### src/rtl/linear_layer_ctrl_pkg.sv
// -----------------------------------------------------------------------------
// linear_layer_ctrl_pkg
//
// Shared definitions for the start-token consumers in the Linear_Layer
// dataflow control path.
//
// Contents:
//   state_e                - two-state handshake FSM encoding
//   DEF_MAX_OUTSTANDING    - default bound on in-flight task invocations
//   DEF_CNT_WIDTH          - default width of the completed-invocation counter
//   outstanding_width()    - width needed to hold 0..max_outstanding
// -----------------------------------------------------------------------------
package linear_layer_ctrl_pkg;

    typedef enum logic {
        S_IDLE  = 1'b0,
        S_ISSUE = 1'b1
    } state_e;

    localparam int DEF_MAX_OUTSTANDING = 2;
    localparam int DEF_CNT_WIDTH       = 16;

    // The outstanding count must be able to reach max_outstanding itself,
    // hence the +1 before taking the log.
    function automatic int outstanding_width(input int max_outstanding);
        return $clog2(max_outstanding + 1);
    endfunction

endpackage

### src/rtl/start_credit_counter.sv
// -----------------------------------------------------------------------------
// start_credit_counter
//
// Up/down counter of task invocations that have been started but have not yet
// reported done. An increment (issue) and a decrement (done) in the same cycle
// cancel out. A done arriving while the count is zero and no issue is
// happening in the same cycle is rejected: it does not touch the count and it
// sets a sticky underflow flag that only reset clears.
//
// Ports:
//   clk           in   clock
//   rst           in   synchronous active-high reset
//   inc_i         in   one invocation issued this cycle
//   dec_i         in   one done pulse this cycle
//   count_o       out  invocations in flight
//   dec_accept_o  out  this cycle's done pulse is counted
//   underflow_o   out  sticky: a done pulse arrived with nothing in flight
// -----------------------------------------------------------------------------
module start_credit_counter
    import linear_layer_ctrl_pkg::*;
#(
    parameter  int MAX_OUTSTANDING = DEF_MAX_OUTSTANDING,
    localparam int OW              = outstanding_width(MAX_OUTSTANDING)
) (
    input  logic          clk,
    input  logic          rst,
    input  logic          inc_i,
    input  logic          dec_i,
    output logic [OW-1:0] count_o,
    output logic          dec_accept_o,
    output logic          underflow_o
);

    localparam logic [OW-1:0] MAX_CNT = OW'(MAX_OUTSTANDING);

    logic [OW-1:0] count_q;
    logic [OW-1:0] count_d;
    logic          underflow_q;
    logic          underflow_d;
    logic          dec_accept;

    always_comb begin
        // A same-cycle issue supplies the credit a done needs, so a done is
        // only rejected when nothing is in flight and nothing is arriving.
        dec_accept  = dec_i && ((count_q != '0) || inc_i);
        count_d     = count_q;
        underflow_d = underflow_q;

        if (inc_i && !dec_accept) begin
            // The consumer never pops at full credit, so the saturation guard
            // only protects against a misbehaving caller.
            if (count_q != MAX_CNT) begin
                count_d = count_q + OW'(1);
            end
        end else if (dec_accept && !inc_i) begin
            count_d = count_q - OW'(1);
        end

        if (dec_i && !dec_accept) begin
            underflow_d = 1'b1;
        end
    end

    always_ff @(posedge clk) begin
        if (rst) begin
            count_q     <= '0;
            underflow_q <= 1'b0;
        end else begin
            count_q     <= count_d;
            underflow_q <= underflow_d;
        end
    end

    assign count_o      = count_q;
    assign dec_accept_o = dec_accept;
    assign underflow_o  = underflow_q;

endmodule

### src/rtl/linear_layer_start_token_consumer.sv
// -----------------------------------------------------------------------------
// linear_layer_start_token_consumer
//
// Read side of a start_for_* token FIFO. Each popped token becomes exactly one
// ap_start/ap_ready handshake on the downstream PE task. Invocations started
// but not yet done are tracked so that no more than MAX_OUTSTANDING are in
// flight; done pulses with nothing in flight raise a sticky error.
//
// Ports:
//   ap_clk         in   clock
//   ap_rst         in   synchronous active-high reset
//   start_empty_n  in   FIFO holds at least one token
//   start_dout     in   token at the FIFO head
//   start_read     out  pop strobe to the FIFO (combinational)
//   task_ap_start  out  start request to the PE task (from state register)
//   task_ap_ready  in   task accepted the start
//   task_ap_done   in   one-cycle completion pulse from the task
//   task_token     out  token bound to the current or most recent start
//   outstanding    out  invocations started and not yet done
//   done_count     out  accepted done pulses, wrapping
//   err_underflow  out  sticky: done pulse seen with nothing in flight
//   drained        out  idle, nothing in flight, FIFO empty
// -----------------------------------------------------------------------------
module linear_layer_start_token_consumer
    import linear_layer_ctrl_pkg::*;
#(
    parameter  int DATA_WIDTH      = 1,
    parameter  int MAX_OUTSTANDING = DEF_MAX_OUTSTANDING,
    parameter  int CNT_WIDTH       = DEF_CNT_WIDTH,
    localparam int OW              = outstanding_width(MAX_OUTSTANDING)
) (
    input  logic                  ap_clk,
    input  logic                  ap_rst,
    input  logic                  start_empty_n,
    input  logic [DATA_WIDTH-1:0] start_dout,
    output logic                  start_read,
    output logic                  task_ap_start,
    input  logic                  task_ap_ready,
    input  logic                  task_ap_done,
    output logic [DATA_WIDTH-1:0] task_token,
    output logic [OW-1:0]         outstanding,
    output logic [CNT_WIDTH-1:0]  done_count,
    output logic                  err_underflow,
    output logic                  drained
);

    localparam logic [OW-1:0] MAX_CNT = OW'(MAX_OUTSTANDING);

    state_e                  state_q;
    logic [DATA_WIDTH-1:0]   token_q;
    logic [CNT_WIDTH-1:0]    done_count_q;
    logic [CNT_WIDTH-1:0]    done_count_d;
    logic [OW-1:0]           outstanding_w;
    logic                    pop;
    logic                    issue;
    logic                    done_accept;
    logic                    underflow_w;

    // Pop only with a free credit; the reset term keeps the FIFO intact while
    // reset is held, so the head token survives to be popped afterwards.
    assign pop   = (state_q == S_IDLE) && start_empty_n &&
                   (outstanding_w < MAX_CNT) && !ap_rst;
    assign issue = (state_q == S_ISSUE) && task_ap_ready;

    always_ff @(posedge ap_clk) begin
        if (ap_rst) begin
            state_q <= S_IDLE;
            token_q <= '0;
        end else begin
            case (state_q)
                S_IDLE: begin
                    if (pop) begin
                        token_q <= start_dout;
                        state_q <= S_ISSUE;
                    end
                end
                S_ISSUE: begin
                    if (task_ap_ready) begin
                        state_q <= S_IDLE;
                    end
                end
                default: state_q <= S_IDLE;
            endcase
        end
    end

    start_credit_counter #(
        .MAX_OUTSTANDING (MAX_OUTSTANDING)
    ) u_credit (
        .clk          (ap_clk),
        .rst          (ap_rst),
        .inc_i        (issue),
        .dec_i        (task_ap_done),
        .count_o      (outstanding_w),
        .dec_accept_o (done_accept),
        .underflow_o  (underflow_w)
    );

    always_comb begin
        done_count_d = done_count_q;
        if (done_accept) begin
            done_count_d = done_count_q + CNT_WIDTH'(1);
        end
    end

    always_ff @(posedge ap_clk) begin
        if (ap_rst) begin
            done_count_q <= '0;
        end else begin
            done_count_q <= done_count_d;
        end
    end

    assign start_read    = pop;
    assign task_ap_start = (state_q == S_ISSUE);
    assign task_token    = token_q;
    assign outstanding   = outstanding_w;
    assign done_count    = done_count_q;
    assign err_underflow = underflow_w;
    assign drained       = (state_q == S_IDLE) && (outstanding_w == '0) &&
                           !start_empty_n;

endmodule

### config.mk
export PLATFORM = sky130hd
export DESIGN_NAME = linear_layer_start_token_consumer
export DESIGN_NICKNAME = d
export VERILOG_FILES = /design/src/rtl/linear_layer_ctrl_pkg.sv /design/src/rtl/start_credit_counter.sv /design/src/rtl/linear_layer_start_token_consumer.sv
export SDC_FILE = /design/constraint.sdc
export NUM_CORES = 1
export LEC_CHECK = 0
export BUFFER_PORTS_ARGS = -buffer_cell sky130_fd_sc_hd__buf_2
export CAP_MARGIN = 20
export CORE_UTILIZATION = 32
export CTS_CLUSTER_DIAMETER = 30
export CTS_CLUSTER_SIZE = 30
export DETAILED_ROUTE_END_ITERATION = 8
export PLACE_DENSITY = 0.55
export SYNTH_ARGS = -nofsm -noshare
export SYNTH_HDL_FRONTEND = slang
export SYNTH_SLANG_ARGS = --single-unit
### constraint.sdc
create_clock -name ap_clk -period 1.8 [get_ports ap_clk]
set_clock_uncertainty 0.1 [all_clocks]
set_input_delay 0.27 -clock ap_clk [delete_from_list [all_inputs] [get_ports ap_clk]]
set_output_delay 0.27 -clock ap_clk [all_outputs]
set_load 0.1 [all_outputs]
# After elaboration in Yosys (flattened, before gate mapping)
# Index checks and enable logic that the tools add are counted.
dict set report word_totals {
  regBits 21
  in_bits 6
  out_inout_bits 23
  elab_cells 38
}
dict set report op_classes {
  n_addsub 3
  magnitude_cmp 1
  eq_ne 2
  n_mux 6
  n_bitwise 1
  n_reduce_logical 20
}
# op count
set ops {}
lappend ops {{adder 16 x 1 -> 16 bit (second input constant)} 1}
lappend ops {{logical AND 1 bit} 10}
lappend ops {{two-way mux 2 bit} 3}
lappend ops {{zero test 1 bit} 4}
lappend ops {{inequality test 2 bit (second input constant)} 2}
lappend ops {{AND reduction 2 bit} 2}
lappend ops {{nonzero test 2 bit} 2}
lappend ops {{adder 2 x 1 -> 2 bit (second input constant)} 1}
lappend ops {{zero test 2 bit} 1}
lappend ops {{< comparator 2 bit (second input constant)} 1}
lappend ops {{two-way mux 1 bit} 2}
lappend ops {{case mux 1 bit (2 select lines)} 1}
lappend ops {{subtractor 2 x 1 -> 2 bit (second input constant)} 1}
lappend ops {{logical OR 1 bit} 1}
lappend ops {{NOT 1 bit} 1}

# Longest topological paths before layout
dict set report logic_depth {
  word_depth 7
  depth_mapped 6
  depth_no_buf 5
}

# By module
# A second synthesis with hierarchy kept.
dict set report hier_totals {
  hier_cells 112
  area_unflattened_um2 984.7
}
# mod instances cells_per_inst area_per_inst_um2 seq_area_each_um2
set modules_own_cells {}
lappend modules_own_cells {linear_layer_start_token_consumer 1 94 830.8 360.3}
lappend modules_own_cells {start_credit_counter 1 18 153.9 60.1}

# Least setup slack after synthesis
# No wires, ideal clock.
dict set report synth_path {
  path_kind {flip-flop to output port}
  from {register u_credit.count_q[1], in the netlist u_credit.count_o[1]}
  to {output port drained}
  arrival_time_ns 3.863
  required_time_ns 1.430
  slack_ns -2.433
  stages_incl_launch_ff 3
  n_path_buf 1
  path_cell_list {dfxtp_1 > buf_2 > nor4_1}
}
dict set report synth_via {
  elab_chain_cells 3
}
# element line_no
set synth_rtl {}
lappend synth_rtl {{from (decl)} start_credit_counter.sv:36} ;# logic [OW-1:0] count_q;
lappend synth_rtl {{from (signal assigned)} start_credit_counter.sv:69} ;# count_q <= count_d;
lappend synth_rtl {{zero test 2 bit} linear_layer_start_token_consumer.sv:120} ;# assign drained = (state_q == S_IDLE) && (outstanding_w == '0) &&
lappend synth_rtl {{logical AND 1 bit (2 in series)} linear_layer_start_token_consumer.sv:120}
lappend synth_rtl {{to (decl)} linear_layer_start_token_consumer.sv:44} ;# output logic drained
# Every way passes these cells.

# Worst setup path after layout
dict set report layout_path {
  from {register done_count_q[1], in the netlist done_count[1]}
  to {register done_count_q[14], in the netlist done_count[14]}
}
dict set report layout_via {
  elab_chain_cells 1
}
# element line_no
set layout_rtl {}
lappend layout_rtl {{from (decl)} linear_layer_start_token_consumer.sv:51} ;# logic [CNT_WIDTH-1:0] done_count_q;
lappend layout_rtl {{from (signal assigned)} linear_layer_start_token_consumer.sv:110} ;# done_count_q <= done_count_d;
lappend layout_rtl {{adder 16 x 1 -> 16 bit} linear_layer_start_token_consumer.sv:102} ;# done_count_d = done_count_q + CNT_WIDTH'(1);
# Every way passes these cells.
# A chain may end at the register's enable or synchronous reset.

==> run metrics <==
clk_lat worst skew about 300 ps; Total Nets Final 155; standard-cell rows 19; CP Class reg2reg; Worst Path Max Fanout 6; Area Overhead vs Synth 30.1%; Post-DP HPWL 1550 microns; power per cell area roughly 660 mW/mm^2; worst path required time roughly 2000 ps; clk slew on worst S/H paths roughly 120 ps; clock group share of total power 0.271; Sw Pwr between 0.2 and 0.3 mW; Post-DP Area 0.00126 sq mm; Setup crit end kind register; initial core utilization 0.348; hold-fix buffers at CTS 0; internal power slightly below 0.6 mW; die area 0.00333 sq mm; Mapped Area approximately 990 sq um; DRT iter0 DRCs 23; vias in the first global route roughly 800; Post-Place Worst Slack 104 ps; VDD IR-drop max around 0.44 mV; Crit. path cell count 5; Power, Total 0.847 mW; # DRC 2; synthesized area per cell between 8 and 9 sq um; Crit path largest cell delay ~520 ps; Seq cells post-synth 21; Die X around 58 microns; M3 GR Usage 0.0491; Hold Crit Depth 3; Netlist cell types 31; H-tree depth reported by CTS 1; CORE AREA 0.00285 sq mm; Total GRT Usage 0.138; Max-Cap Viols 0; final core occ 0.453; GRT met1 Usage 0.192; RSZ-0062 raised after global routing no; port buffer count 28; YS warnings 0; Least-Margin Pin Slew around 490 ps; TritonCTS clock tree built; die height 57.7 microns; Post-Synthesis Cells roughly 120; Ports 29; initial antenna violation count 0; Max Clock Freq roughly 580 MHz; fin crit share 0.953; first drt pass iteration count 6; Top Family by Delay on Critical Path simple AND/OR/NAND/NOR gates; CTS max path bufs 2; CP max-delay cell or4_1; switching share of power 0.315; Slew HR 0.676; Post-DRT Antenna Nets 0; Post-Route WL 2120 microns; most frequent CP cell nand2_1; fraction of layout cells with a size suffix above 1 0.408; WL/cell ~12 microns; met2 usage 0.201; CP Data Arrival Time around 1900 ps; Antenna diodes 0; syn_nets 124; P_leak between 0.5 and 0.6 nW; CTS root buf clkbuf_4; largest net degree at the start of global routing 26; GR Overflow Total 0; Seq pwr share 0.550; status complete, but fails checks; CP Buf/Inv Count 0; crit path cell chain ha_1, nand2_1, or3_4, or4_1, nand2_1; Worst R2R Path Depth 5; Worst Hold Class in2reg; Sink Count 21; post-synthesis sequential area ratio 0.423; Hold Fails Final Rpt 0; Critical Path Start Type register; fin area about 0.0013 sq mm; gpl congestion just over 0.7; CTS buffer count 3; DR vias/cell 5.19; final critical-path required period 1720 ps; combinational power share 0.179; count of pins over their slew limit 0; failing checks design-rule violations; Final Setup Violations 0; crit path setup slack, layout 84.4 ps; first-pass GRT wire length 3560 microns; Most Crowded Layer GR met2; vias around 900
[power by group through the flow]
stage	Combinational, mW	Clock (mW)	Sequential [mW]
3_3_place_gp	0.148	0	0.477
6_report	0.152	0.229	0.466
4_1_cts	0.149	0.243	0.467
2_1_floorplan	0.0655	0	0.530
5_1_grt	0.160	0.258	0.468
3_5_place_dp	0.149	0	0.477
[synthesized netlist by cell type]
cell type,n,area share
dfxtp_1,21,0.42
nor2_1,18,0.068
nand2_1,10,0.038
a21oi_1,7,0.035
xnor2_1,7,0.062
nand3_1,6,0.030
o21ai_0,5,0.025
or3_1,5,0.031
nor4_1,4,0.025
clkbuf_1,3,0.011
mux2i_1,3,0.030
nor2b_1,3,0.019
nor3_1,3,0.015
and4_1,2,0.018
buf_2,2,0.010
mux2_2,2,0.023
nand4_1,2,0.013
a211oi_1,1,0.0076
a211oi_2,1,0.013
a21bo_2,1,0.010
buf_6,1,0.011
ha_1,1,0.013
inv_1,1,0.0038
nand2b_1,1,0.0063
nand3b_1,1,0.0076
nor3b_1,1,0.0076
nor4b_1,1,0.0088
or2b_1,1,0.0076
or3_4,1,0.011
or4_1,1,0.0076
xor2_1,1,0.0088
[what timing repair did]
action	in CTS	in global routing
endpoints found under the setup margin	0	2
buffers inserted	0	1
resized for setup	0	1
[path summary, 6_finish.rpt]
path	startpoint	end	slack, ps
max	done_count[1]$_SDFFE_PP0P_	done_count[14]$_SDFFE_PP0P_	80
min	start_dout	task_token$_SDFFE_PP0P_	110
max reg2reg	done_count[1]$_SDFFE_PP0P_	done_count[14]$_SDFFE_PP0P_	80
min reg2reg	task_token$_SDFFE_PP0P_	task_token$_SDFFE_PP0P_	370
[cell type report]
| class | count | area [sq um] |
|---|---|---|
| Clock buffer | 4 | 26.3 |
| Fill cell | 305 | 1560 |
| Inverter | 1 | 3.75 |
| Multi-Input combinational cell | 89 | 564 |
| Sequential cell | 21 | 472 |
| Tap cell | 31 | 38.8 |
| Timing Repair Buffer | 32 | 188 |
[cell families after synthesis]
logic type                 after synthesis  share of synthesized area
and+or+nand+nor                         60                      0.314
AOI/OAI and AO/OA                       15                     0.0907
buffers and inverters                    7                     0.0365
DFF                                     21                      0.423
xor gates and xnor gates                 8                     0.0705
muxes                                    5                     0.0529
adders and majority gates                1                     0.0126
[worst min-delay path: stages]
cell	delay, ps
buf_2	90
nand3_1	60
a21oi_1	60
[state kept, by name, indices dropped and copies added (netlist names)]
| signal | flops |
|---|---|
| done_count | 16 |
| u_credit.count_o | 2 |
| task_ap_start | 1 |
| task_token | 1 |
| u_credit.underflow_o | 1 |
[layout by cell type (no fill, tap or decap), types with 2 or more instances in the layout]
cell,instances
a21oi_1,7
and4_1,2
buf_2,26
buf_4,4
clkbuf_4,4
dfxtp_1,4
dfxtp_2,5
dfxtp_4,12
mux2_2,2
mux2i_1,3
nand2_1,10
nand3_1,5
nand4_1,2
nor2_1,17
nor2b_1,3
nor3_1,3
nor4_1,3
o21ai_0,5
or3_1,5
xnor2_1,7
[metal layers]
layer | part of all wire | wire length (microns)
met2 | 0.43 | 908
met3 | 0.059 | 124
met5 | 0 | 0
met1 | 0.50 | 1070
met4 | 0.0080 | 17
[per-stage QoR]
stage	instances	TNS [ps]	hold WS, ps
floorplan	117	-485	318
global placement	173	0	343
detailed placement	173	0	360
CTS	177	0	102
global route	178	0	129
finish	178	0	114
Power figures use the tool's default switching activity.
